$ cat src/rtl/sseg_mux_ctrl_if.sv
// Word-input handshake bundle for the seven-segment controller; the producer
// holds in_data/in_dp/in_valid until in_ready is seen high at a clock edge.
interface sseg_mux_ctrl_if #(
    parameter int BIN_W  = 32,
    parameter int DIGITS = 8
);
    logic [BIN_W-1:0]  in_data;
    logic [DIGITS-1:0] in_dp;
    logic              in_valid;
    logic              in_ready;

    modport master (output in_data, in_dp, in_valid, input in_ready);
    modport slave  (input in_data, in_dp, in_valid, output in_ready);
endinterface

$ cat src/rtl/sseg_mux_ctrl.sv
// Binary->BCD (shift-add-3) plus multiplexed seven-segment scan; BIN_W+2 cycles per word,
// in_ready low while converting, words offered meanwhile are not taken (no queueing).
module sseg_mux_ctrl #(
    parameter int DIGITS      = 8,
    parameter int BIN_W       = 32,
    parameter int REFRESH_DIV = 100000,
    parameter bit ACTIVE_LOW  = 1,
    parameter bit BLANK_LZ    = 1
) (
    input  logic              clk,
    input  logic              rst,
    sseg_mux_ctrl_if.slave    bus,
    output logic              ovf,
    output logic [6:0]        sseg,
    output logic              dp,
    output logic [DIGITS-1:0] an
);
    localparam int BW = 4 * DIGITS;
    localparam int CW = $clog2(BIN_W);
    localparam int RW = $clog2(REFRESH_DIV);
    localparam int IW = $clog2(DIGITS);
    localparam logic [CW-1:0] CNT_TOP  = CW'(BIN_W - 1);
    localparam logic [RW-1:0] REF_LAST = RW'(REFRESH_DIV - 1);
    localparam logic [IW-1:0] IDX_LAST = IW'(DIGITS - 1);

    typedef enum logic [1:0] {IDLE, CONV, LOAD} state_t;

    state_t            state_q, state_d;
    logic              in_ready_q, in_ready_d;
    logic [BIN_W-1:0]  shift_q, shift_d;
    logic [BW-1:0]     bcd_q, bcd_d, bcd_adj;
    logic [CW-1:0]     cnt_q, cnt_d;
    logic              ovf_pend_q, ovf_pend_d;
    logic [DIGITS-1:0] dp_pend_q, dp_pend_d;
    logic [BW-1:0]     disp_q, disp_d;
    logic [DIGITS-1:0] dp_mask_q, dp_mask_d;
    logic              ovf_q, ovf_d;
    logic [RW-1:0]     ref_q, ref_d;
    logic [IW-1:0]     idx_q, idx_d;
    logic [6:0]        sseg_q, sseg_d;
    logic              dp_q, dp_d;
    logic [DIGITS-1:0] an_q, an_d;

    logic [DIGITS-1:0] upper_zero;
    logic [DIGITS-1:0] an_act;
    logic [3:0]        cur_dig;
    logic              cur_blank;
    logic              cur_dp;
    logic [6:0]        glyph;

    always_comb begin
        bcd_adj = bcd_q;
        for (int i = 0; i < DIGITS; i++) begin
            if (bcd_q[4*i +: 4] >= 4'd5) begin
                bcd_adj[4*i +: 4] = bcd_q[4*i +: 4] + 4'd3;
            end
        end
    end

    always_comb begin
        state_d    = state_q;
        shift_d    = shift_q;
        bcd_d      = bcd_q;
        cnt_d      = cnt_q;
        ovf_pend_d = ovf_pend_q;
        dp_pend_d  = dp_pend_q;
        disp_d     = disp_q;
        dp_mask_d  = dp_mask_q;
        ovf_d      = ovf_q;
        case (state_q)
            IDLE: begin
                if (bus.in_valid && in_ready_q) begin
                    shift_d    = bus.in_data;
                    dp_pend_d  = bus.in_dp;
                    bcd_d      = '0;
                    ovf_pend_d = 1'b0;
                    cnt_d      = CNT_TOP;
                    state_d    = CONV;
                end
            end
            CONV: begin
                // A set MSB after adjust means a carry into a digit we don't have.
                {bcd_d, shift_d} = {bcd_adj[BW-2:0], shift_q, 1'b0};
                if (bcd_adj[BW-1]) begin
                    ovf_pend_d = 1'b1;
                end
                cnt_d = cnt_q - 1'b1;
                if (cnt_q == '0) begin
                    state_d = LOAD;
                end
            end
            LOAD: begin
                disp_d    = bcd_q;
                dp_mask_d = dp_pend_q;
                ovf_d     = ovf_pend_q;
                state_d   = IDLE;
            end
            default: state_d = IDLE;
        endcase
        in_ready_d = (state_d == IDLE);
    end

    always_comb begin
        ref_d = ref_q + 1'b1;
        idx_d = idx_q;
        if (ref_q == REF_LAST) begin
            ref_d = '0;
            idx_d = (idx_q == IDX_LAST) ? '0 : idx_q + 1'b1;
        end
    end

    always_comb begin
        upper_zero = '0;
        an_act     = '0;
        cur_dig    = '0;
        cur_blank  = 1'b0;
        cur_dp     = 1'b0;
        glyph      = 7'h00;
        for (int i = 0; i < DIGITS; i++) begin
            upper_zero[i] = ((disp_q >> (4 * i)) == '0);
        end
        for (int i = 0; i < DIGITS; i++) begin
            if (idx_q == IW'(i)) begin
                cur_dig   = disp_q[4*i +: 4];
                cur_blank = BLANK_LZ && (i > 0) && upper_zero[i];
                cur_dp    = dp_mask_q[i];
                an_act[i] = 1'b1;
            end
        end
        case (cur_dig)
            4'd0:    glyph = 7'h3F;
            4'd1:    glyph = 7'h06;
            4'd2:    glyph = 7'h5B;
            4'd3:    glyph = 7'h4F;
            4'd4:    glyph = 7'h66;
            4'd5:    glyph = 7'h6D;
            4'd6:    glyph = 7'h7D;
            4'd7:    glyph = 7'h07;
            4'd8:    glyph = 7'h7F;
            4'd9:    glyph = 7'h6F;
            default: glyph = 7'h00;
        endcase
        if (ovf_q) begin
            glyph  = 7'h40;
            cur_dp = 1'b0;
        end else if (cur_blank) begin
            glyph = 7'h00;
        end
        sseg_d = glyph ^ {7{ACTIVE_LOW}};
        dp_d   = cur_dp ^ ACTIVE_LOW;
        an_d   = an_act ^ {DIGITS{ACTIVE_LOW}};
    end

    always_ff @(posedge clk) begin
        if (rst) begin
            state_q    <= IDLE;
            in_ready_q <= 1'b0;
            shift_q    <= '0;
            bcd_q      <= '0;
            cnt_q      <= '0;
            ovf_pend_q <= 1'b0;
            dp_pend_q  <= '0;
            disp_q     <= '0;
            dp_mask_q  <= '0;
            ovf_q      <= 1'b0;
            ref_q      <= '0;
            idx_q      <= '0;
            sseg_q     <= {7{ACTIVE_LOW}};
            dp_q       <= ACTIVE_LOW;
            an_q       <= {DIGITS{ACTIVE_LOW}};
        end else begin
            state_q    <= state_d;
            in_ready_q <= in_ready_d;
            shift_q    <= shift_d;
            bcd_q      <= bcd_d;
            cnt_q      <= cnt_d;
            ovf_pend_q <= ovf_pend_d;
            dp_pend_q  <= dp_pend_d;
            disp_q     <= disp_d;
            dp_mask_q  <= dp_mask_d;
            ovf_q      <= ovf_d;
            ref_q      <= ref_d;
            idx_q      <= idx_d;
            sseg_q     <= sseg_d;
            dp_q       <= dp_d;
            an_q       <= an_d;
        end
    end

    assign bus.in_ready = in_ready_q;
    assign ovf          = ovf_q;
    assign sseg         = sseg_q;
    assign dp           = dp_q;
    assign an           = an_q;
endmodule

$ cat src/flat_wrapper.sv
// flat-port wrapper written by rule: the top's interface ports become plain ports
module sseg_mux_ctrl_flat 
#(
    parameter int DIGITS      = 8,
    parameter int BIN_W       = 32,
    parameter int REFRESH_DIV = 100000,
    parameter bit ACTIVE_LOW  = 1,
    parameter bit BLANK_LZ    = 1
)
  (clk, rst, ovf, sseg, dp, an, bus_in_data, bus_in_dp, bus_in_valid, bus_in_ready);
  sseg_mux_ctrl_if #(.BIN_W(BIN_W), .DIGITS(DIGITS)) bus_i ();
  input  logic clk;
  input  logic rst;
  output logic ovf;
  output logic [6:0] sseg;
  output logic dp;
  output logic [DIGITS-1:0] an;
  input wire logic [$bits(bus_i.in_data)-1:0] bus_in_data;
  input wire logic [$bits(bus_i.in_dp)-1:0] bus_in_dp;
  input wire logic [$bits(bus_i.in_valid)-1:0] bus_in_valid;
  output wire logic [$bits(bus_i.in_ready)-1:0] bus_in_ready;
  assign bus_i.in_data = bus_in_data;
  assign bus_i.in_dp = bus_in_dp;
  assign bus_i.in_valid = bus_in_valid;
  assign bus_in_ready = bus_i.in_ready;
  sseg_mux_ctrl #(.DIGITS(DIGITS), .BIN_W(BIN_W), .REFRESH_DIV(REFRESH_DIV), .ACTIVE_LOW(ACTIVE_LOW), .BLANK_LZ(BLANK_LZ)) u_core (.clk(clk), .rst(rst), .bus(bus_i), .ovf(ovf), .sseg(sseg), .dp(dp), .an(an));
endmodule
$ cat config.mk
export PLATFORM = sky130hd
export DESIGN_NAME = sseg_mux_ctrl_flat
export DESIGN_NICKNAME = d
export VERILOG_FILES = /design/src/rtl/sseg_mux_ctrl_if.sv /design/src/rtl/sseg_mux_ctrl.sv /design/src/flat_wrapper.sv
export SDC_FILE = /design/constraint.sdc
export NUM_CORES = 1
export LEC_CHECK = 0
export BUFFER_PORTS_ARGS = -buffer_cell sky130_fd_sc_hd__buf_2
export CORE_MARGIN = 10
export CORE_UTILIZATION = 60
export DETAILED_ROUTE_END_ITERATION = 12
export GPL_ROUTABILITY_DRIVEN = 1
export HOLD_SLACK_MARGIN = 0.03
export PLACE_DENSITY = 0.87
export SYNTH_ARGS = -nofsm -noshare
export SYNTH_HDL_FRONTEND = slang
export SYNTH_SLANG_ARGS = --single-unit
$ cat constraint.sdc
create_clock -name clk -period 7.37 [get_ports clk]
set_input_delay 0.737 -clock clk [delete_from_list [all_inputs] [get_ports clk]]
set_output_delay 0.737 -clock clk [all_outputs]
set_load 0.1 [all_outputs]
=== Word level (Yosys, flattened, before mapping) ===
Memories as Yosys holds them, arrays and structs flattened.
Cells that the tools add are included.

* Register bits: 158
* Latch bits: 0
* Memory bits (writable): 0
* Memory bits (read-only): 112
* Input port bits: 43
* Logic and storage cells: 122
* Memories: 1

* Add/sub/neg operators: 11
* Multiply operators: 0
* Div/mod/pow operators: 0
* Magnitude comparators: 8
* Equality and inequality tests: 12
* Shift-type cells: 0
* Multiplexer cells: 55
* Bitwise gates (word level): 3
* Reduce and logical (&&, ||, !) cells: 17

{| class="wikitable"
|+ Memories
! memory !! depth !! bits a word !! rd ports !! clocked after Yosys merged registers in !! wr ports !! RTL line !! text
|-
| (name not given) || 16 || 7 || 1 || 0 || 0 || sseg_mux_ctrl.sv:130 || <nowiki>case (cur_dig)</nowiki>
|}

{| class="wikitable"
|+ Operators with widths
! operator !! count
|-
| logical NOT 32 bit || 7
|-
| one-hot mux 32 bit (2 select lines) || 2
|-
| two-way mux 32 bit || 2
|-
| two-way mux 4 bit || 16
|-
| adder 4 x 2 -> 4 bit (second input constant) || 8
|-
| >= comparator 4 x 3 -> 1 bit (second input constant) || 8
|-
| two-way mux 1 bit || 26
|-
| adder 17 x 1 -> 17 bit (second input constant) || 1
|-
| == test 17 bit (second input constant) || 1
|-
| two-way mux 7 bit || 2
|-
| == test 3 bit (second input constant) || 4
|-
| one-hot mux 5 bit (2 select lines) || 1
|-
| inverter 8 bit || 1
|-
| inverter 7 bit || 1
|-
| == test 3 x 2 -> 1 bit (second input constant) || 2
|-
| logical NOT 5 bit || 1
|-
| two-way mux 5 bit || 1
|-
| subtractor 5 x 1 -> 5 bit (second input constant) || 1
|-
| logical NOT 2 bit || 2
|-
| two-way mux 2 bit || 2
|-
| inequality test 2 x 1 -> 1 bit (second input constant) || 2
|-
| one-hot mux 2 bit (2 select lines) || 1
|-
| AND reduction 2 bit || 2
|-
| adder 3 x 1 -> 3 bit (second input constant) || 1
|-
| 11 further kinds || 11
|}

=== Longest topological paths before layout ===
An unclocked memory read counts as a cell.

* Depth in word-level cells: 13
* Gate-level depth with buffers: 12
* Mapped depth without buffers: 11

=== Worst setup path before layout ===
OpenSTA, ideal clock, no wires.

* Path type: register to register
* Start point: register u_core.idx_q[1]
* End point: register u_core.sseg_q[6] (netlist: u_core.sseg[6])
* Library setup time: 0.166 ns
* Arrival time: 2.224 ns
* Required time: 7.204 ns
* Path slack: 4.980 ns
* Cell stages (with the launch flop): 12
* Buffers on the path: 2
* Path through: dfxtp_1 inv_1 ha_1 buf_4 buf_4 a221oi_1 o21ai_1 a31oi_1 inv_1 ha_1 o211ai_1 o311ai_1

* Longest elaborated chain between the ends: 13
* Elaborated cells on any way between the ends: 27

{| class="wikitable"
|+ Ends and longest elaborated chain
! element !! RTL line !! text
|-
| from (decl) || sseg_mux_ctrl.sv:39 || <nowiki>logic [IW-1:0] idx_q, idx_d;</nowiki>
|-
| from (signal assigned) || sseg_mux_ctrl.sv:183 || <nowiki>idx_q <= idx_d;</nowiki>
|-
| logical NOT 3 bit || sseg_mux_ctrl.sv:123 || <nowiki>if (idx_q == IW'(i)) begin</nowiki>
|-
| two-way mux 4 bit (8 in series) || sseg_mux_ctrl.sv:123 ||
|-
| memory (16 x 7 bit) || - ||
|-
| two-way mux 7 bit (*) || sseg_mux_ctrl.sv:146 || <nowiki>end else if (cur_blank) begin</nowiki>
|-
| two-way mux 7 bit (*) || sseg_mux_ctrl.sv:143 || <nowiki>if (ovf_q) begin</nowiki>
|-
| inverter 7 bit (no line) (*) || - ||
|-
| to (signal assigned) || sseg_mux_ctrl.sv:168 || <nowiki>sseg_q <= {7{ACTIVE_LOW}};</nowiki>
|-
| to (signal assigned) || sseg_mux_ctrl.sv:184 || <nowiki>sseg_q <= sseg_d;</nowiki>
|-
| to (decl) || sseg_mux_ctrl.sv:40 || <nowiki>logic [6:0] sseg_q, sseg_d;</nowiki>
|}

Mark *: on every way between the ends. The rest lies on a longest branch, timed or not.
A chain may end at the register's enable or synchronous reset.

=== Worst setup path after layout ===
* Start point: register u_core.idx_q[1]
* End point: register u_core.sseg_q[3] (netlist: u_core.sseg[3])

The elaborated chain is that of the path after synthesis.

==> flow_summary.toml <==
[run_status]
status = "completed"

[final_layout]
fill_cells = 875
syn_to_final_growth_pct = 12.9
post-route-util_pct = 69.2
diodes = 0
nets = 944
drive_gt1_share_pct = 11.8
design_area_mm2 = 0.00790

[sta]
finalSetupTns_ps = 0
fin_ws_ps = 4310
tightest_slew_ps = 1230
holdWs_ps = 453
max_freq_mhz = 327
rsz0062_at_grt = "false"
min_period_ps = 3060
post-route-period-util_pct = 41.5
finalMaxSlewViolations = 0
finClkSkew_ps = 8.75
slew_headroom_pct = 18.0
setup_violations = 0
hold_viol_final = 0

[drt]
wl_um = 15800
vias_per_cell = 5.90
drtAntennaViolNets = 0
via_count = 6055
wl_per_cell_um = 15.4
remaining_drc_errors = 0
drt_iter0_markers = 654
firstDrtPassIters = 6

[place]
gp_congestion = 0.879
dp_slack_ps = 4270
io_buffers = 60
post_dp_cell_area_mm2 = 0.00730
detailed_place_hpwl_um = 10600

[logic_synthesis]
synth_common_cells = "175 x nand2_1, 158 x dfxtp_1, 85 x a21oi_1"
yosys.area.top_type = "dfxtp_1"
syn-cell-area_mm2 = 0.00700
synth.area.top_cells = "dfxtp_1 45%, nand2_1 9.4%, a21oi_1 6.1%, ha_1 5.2%, nor2_1 3.9%"
syn_inst = 839
synth_nets = 911
yosysWarnings = 0
synth_most_common_cell = "nand2_1"
synth_seq_cells = 158
avgSynthCellArea_um2 = 8.34
netlist.area_leader.share_pct = 45.2
synth_ff_type = "dfxtp_1"
yosysSeqAreaShare_pct = 45.2
ys_types = 57
synth_edf_count = 0
ys_async_sr_fraction_pct = 0

[die]
dieArea_mm2 = 0.0164
rows = 39
core_mm2 = 0.0114
die_w_um = 128
io_pins = 61
start_util_pct = 61.3
die_h_um = 128

[clock_tree]
cts_root_buffer = "clkbuf_16"
cts_made_buffers = 17
cts_resized = 0
cts_buffer_depth = 2
clock-sinks = 158
clk_pin_slew_ps = 60
cts_hold_buf = 0
cts_tree = "done"
post-cts-setup-buffers = 0
h-tree-depth = 4
clock_latency_ps = 420

[grt]
overflow = 0
top_usage_layer = "met2"
grt_max_degree = 96
met2_usage_pct = 30.1
use_met3_pct = 5.46
antenna_found_initial = 0
grt_pass1_wl_um = 26100
grtUsageMet1_pct = 23.9
grt_usage_pct = 19.0
grt_pass1_vias = 5652

[power]
irDropWorstVdd_v = 0.000288
powerDensity_mw_per_mm2 = 247
leakagePower_nw = 2.90

[worst_setup_path]
cp_data_required_time_ps = 7660
crit_chain = "inv_1 > ha_1 > nor2b_1 > a221oi_1 > o21ai_1 > a31oi_1 > ha_1 > a2111oi_0 > a21oi_1"
max_stage_delay_ps = 690
r2r_slack_ps = 4310
endpoint_kind = "flop"
worstSetupPathType = "reg -> reg"
path_common_cell = "ha_1"
startpoint_type = "flop"
critical_path.max_fanout = 22
cpMaxStageDelayCell = "ha_1"
worst_ep_arrival_time_ps = 3350

[job]
cap_violations = 0

[hold_path]
hold_path.class = "reg -> reg"
## flip-flops by register name, summed over array words and instances (netlist names)
signal and cells:
u_core.an 8, u_core.bcd_q 32, u_core.bus.in_ready 1, u_core.cnt_q 5, u_core.disp_q 32, u_core.dp 1, u_core.dp_mask_q 8, u_core.dp_pend_q 8
u_core.idx_q 3, u_core.ovf 1, u_core.ovf_pend_q 1, u_core.ref_q 17, u_core.shift_q 32, u_core.sseg 7, u_core.state_q 2
## path summary, 6_finish.rpt
| check | start | to | cells after the start |
|---|---|---|---|
| worst max register to register | u_core.idx_q[1]$_SDFFE_PP0P_ | u_core.sseg[3]$_SDFF_PP1_ | 9 |
| worst min-delay path | u_core.dp_pend_q[1]$_SDFFE_PP0P_ | u_core.dp_mask_q[1]$_SDFFE_PP0N_ | 2 |
| worst min register to register | u_core.dp_pend_q[1]$_SDFFE_PP0P_ | u_core.dp_mask_q[1]$_SDFFE_PP0N_ | 2 |
| worst max-delay path | u_core.idx_q[1]$_SDFFE_PP0P_ | u_core.sseg[3]$_SDFF_PP1_ | 9 |
## final cells by class
type,instances,area [um^2],area share [%]
clock buffers,20,457,5.78
clock inverters,10,139,1.76
inverters,31,116,1.47
multi-input cells,599,3510,44.4
flip-flops and latches,158,3160,40.0
well taps,143,179,2.27
repair buffers,65,338,4.28
## layer usage
metal	vias to the layer above	wire length, um
li1	2996	-
met1	2812	7030
met2	218	7400
met3	29	1110
met4	0	276
met5	-	0
## worst max-delay path, delay by kind of cell, from the launching register on
| kind | cells | cell delay (ps) |
|---|---|---|
| compound gates | 5 | 1280 |
| fa+ha+maj | 2 | 1020 |
| buf+inv | 1 | 90 |
| flops | 1 | 340 |
| simple gates | 1 | 190 |
## layout by cell type (no fill, tap or decap), drive strengths merged, types with 4 or more instances in the layout
master and n:
xnor2 18, o22ai 8, a221oi 7, nor2b 7
inv 31, nand2 175, a311oi 17, o211ai 4
a32o 9, nor3 6, nor4 4, a21oi 85
a222oi 10, buf 65, nor2 72, clkinv 6
o21ai 39, nand4 4, and3 7, ha 29
xor2 15, o31ai 9, dfxtp 158, nand3 12
o32ai 7, clkbuf 20, nand2b 12, a22oi 6
## power breakdown
group | leakage, nW | internal (W) | total (W) | switching, W
clock network | 0.292 | 0.000547 | 0.000887 | 0.000340
logic | 1.33 | 0.0000493 | 0.000157 | 0.000108
registers | 1.28 | 0.000885 | 0.000905 | 0.0000200
total | 2.90 | 0.00148 | 0.00195 | 0.000468
## metrics by stage
step / instances / power, W
floorplan: 839 / 0.00104
global placement: 996 / 0.00107
detailed placement: 996 / 0.00108
CTS: 1026 / 0.00195
global route: 1026 / 0.00201
finish: 1026 / 0.00195
## cells by family (layout without fill, tap and decap cells)
logic type | count (synthesis) | in the layout | synth area share [%]
and+or+nand+nor | 311 | 311 | 18.8
muxes | 5 | 5 | 0.751
AOI/OAI and AO/OA | 221 | 221 | 21.1
adders and majority gates | 29 | 29 | 5.18
buffers and inverters | 82 | 126 | 4.88
DFF | 158 | 158 | 45.2
xor gates and xnor gates | 33 | 33 | 4.13
(Power assumes the default switching activity.)
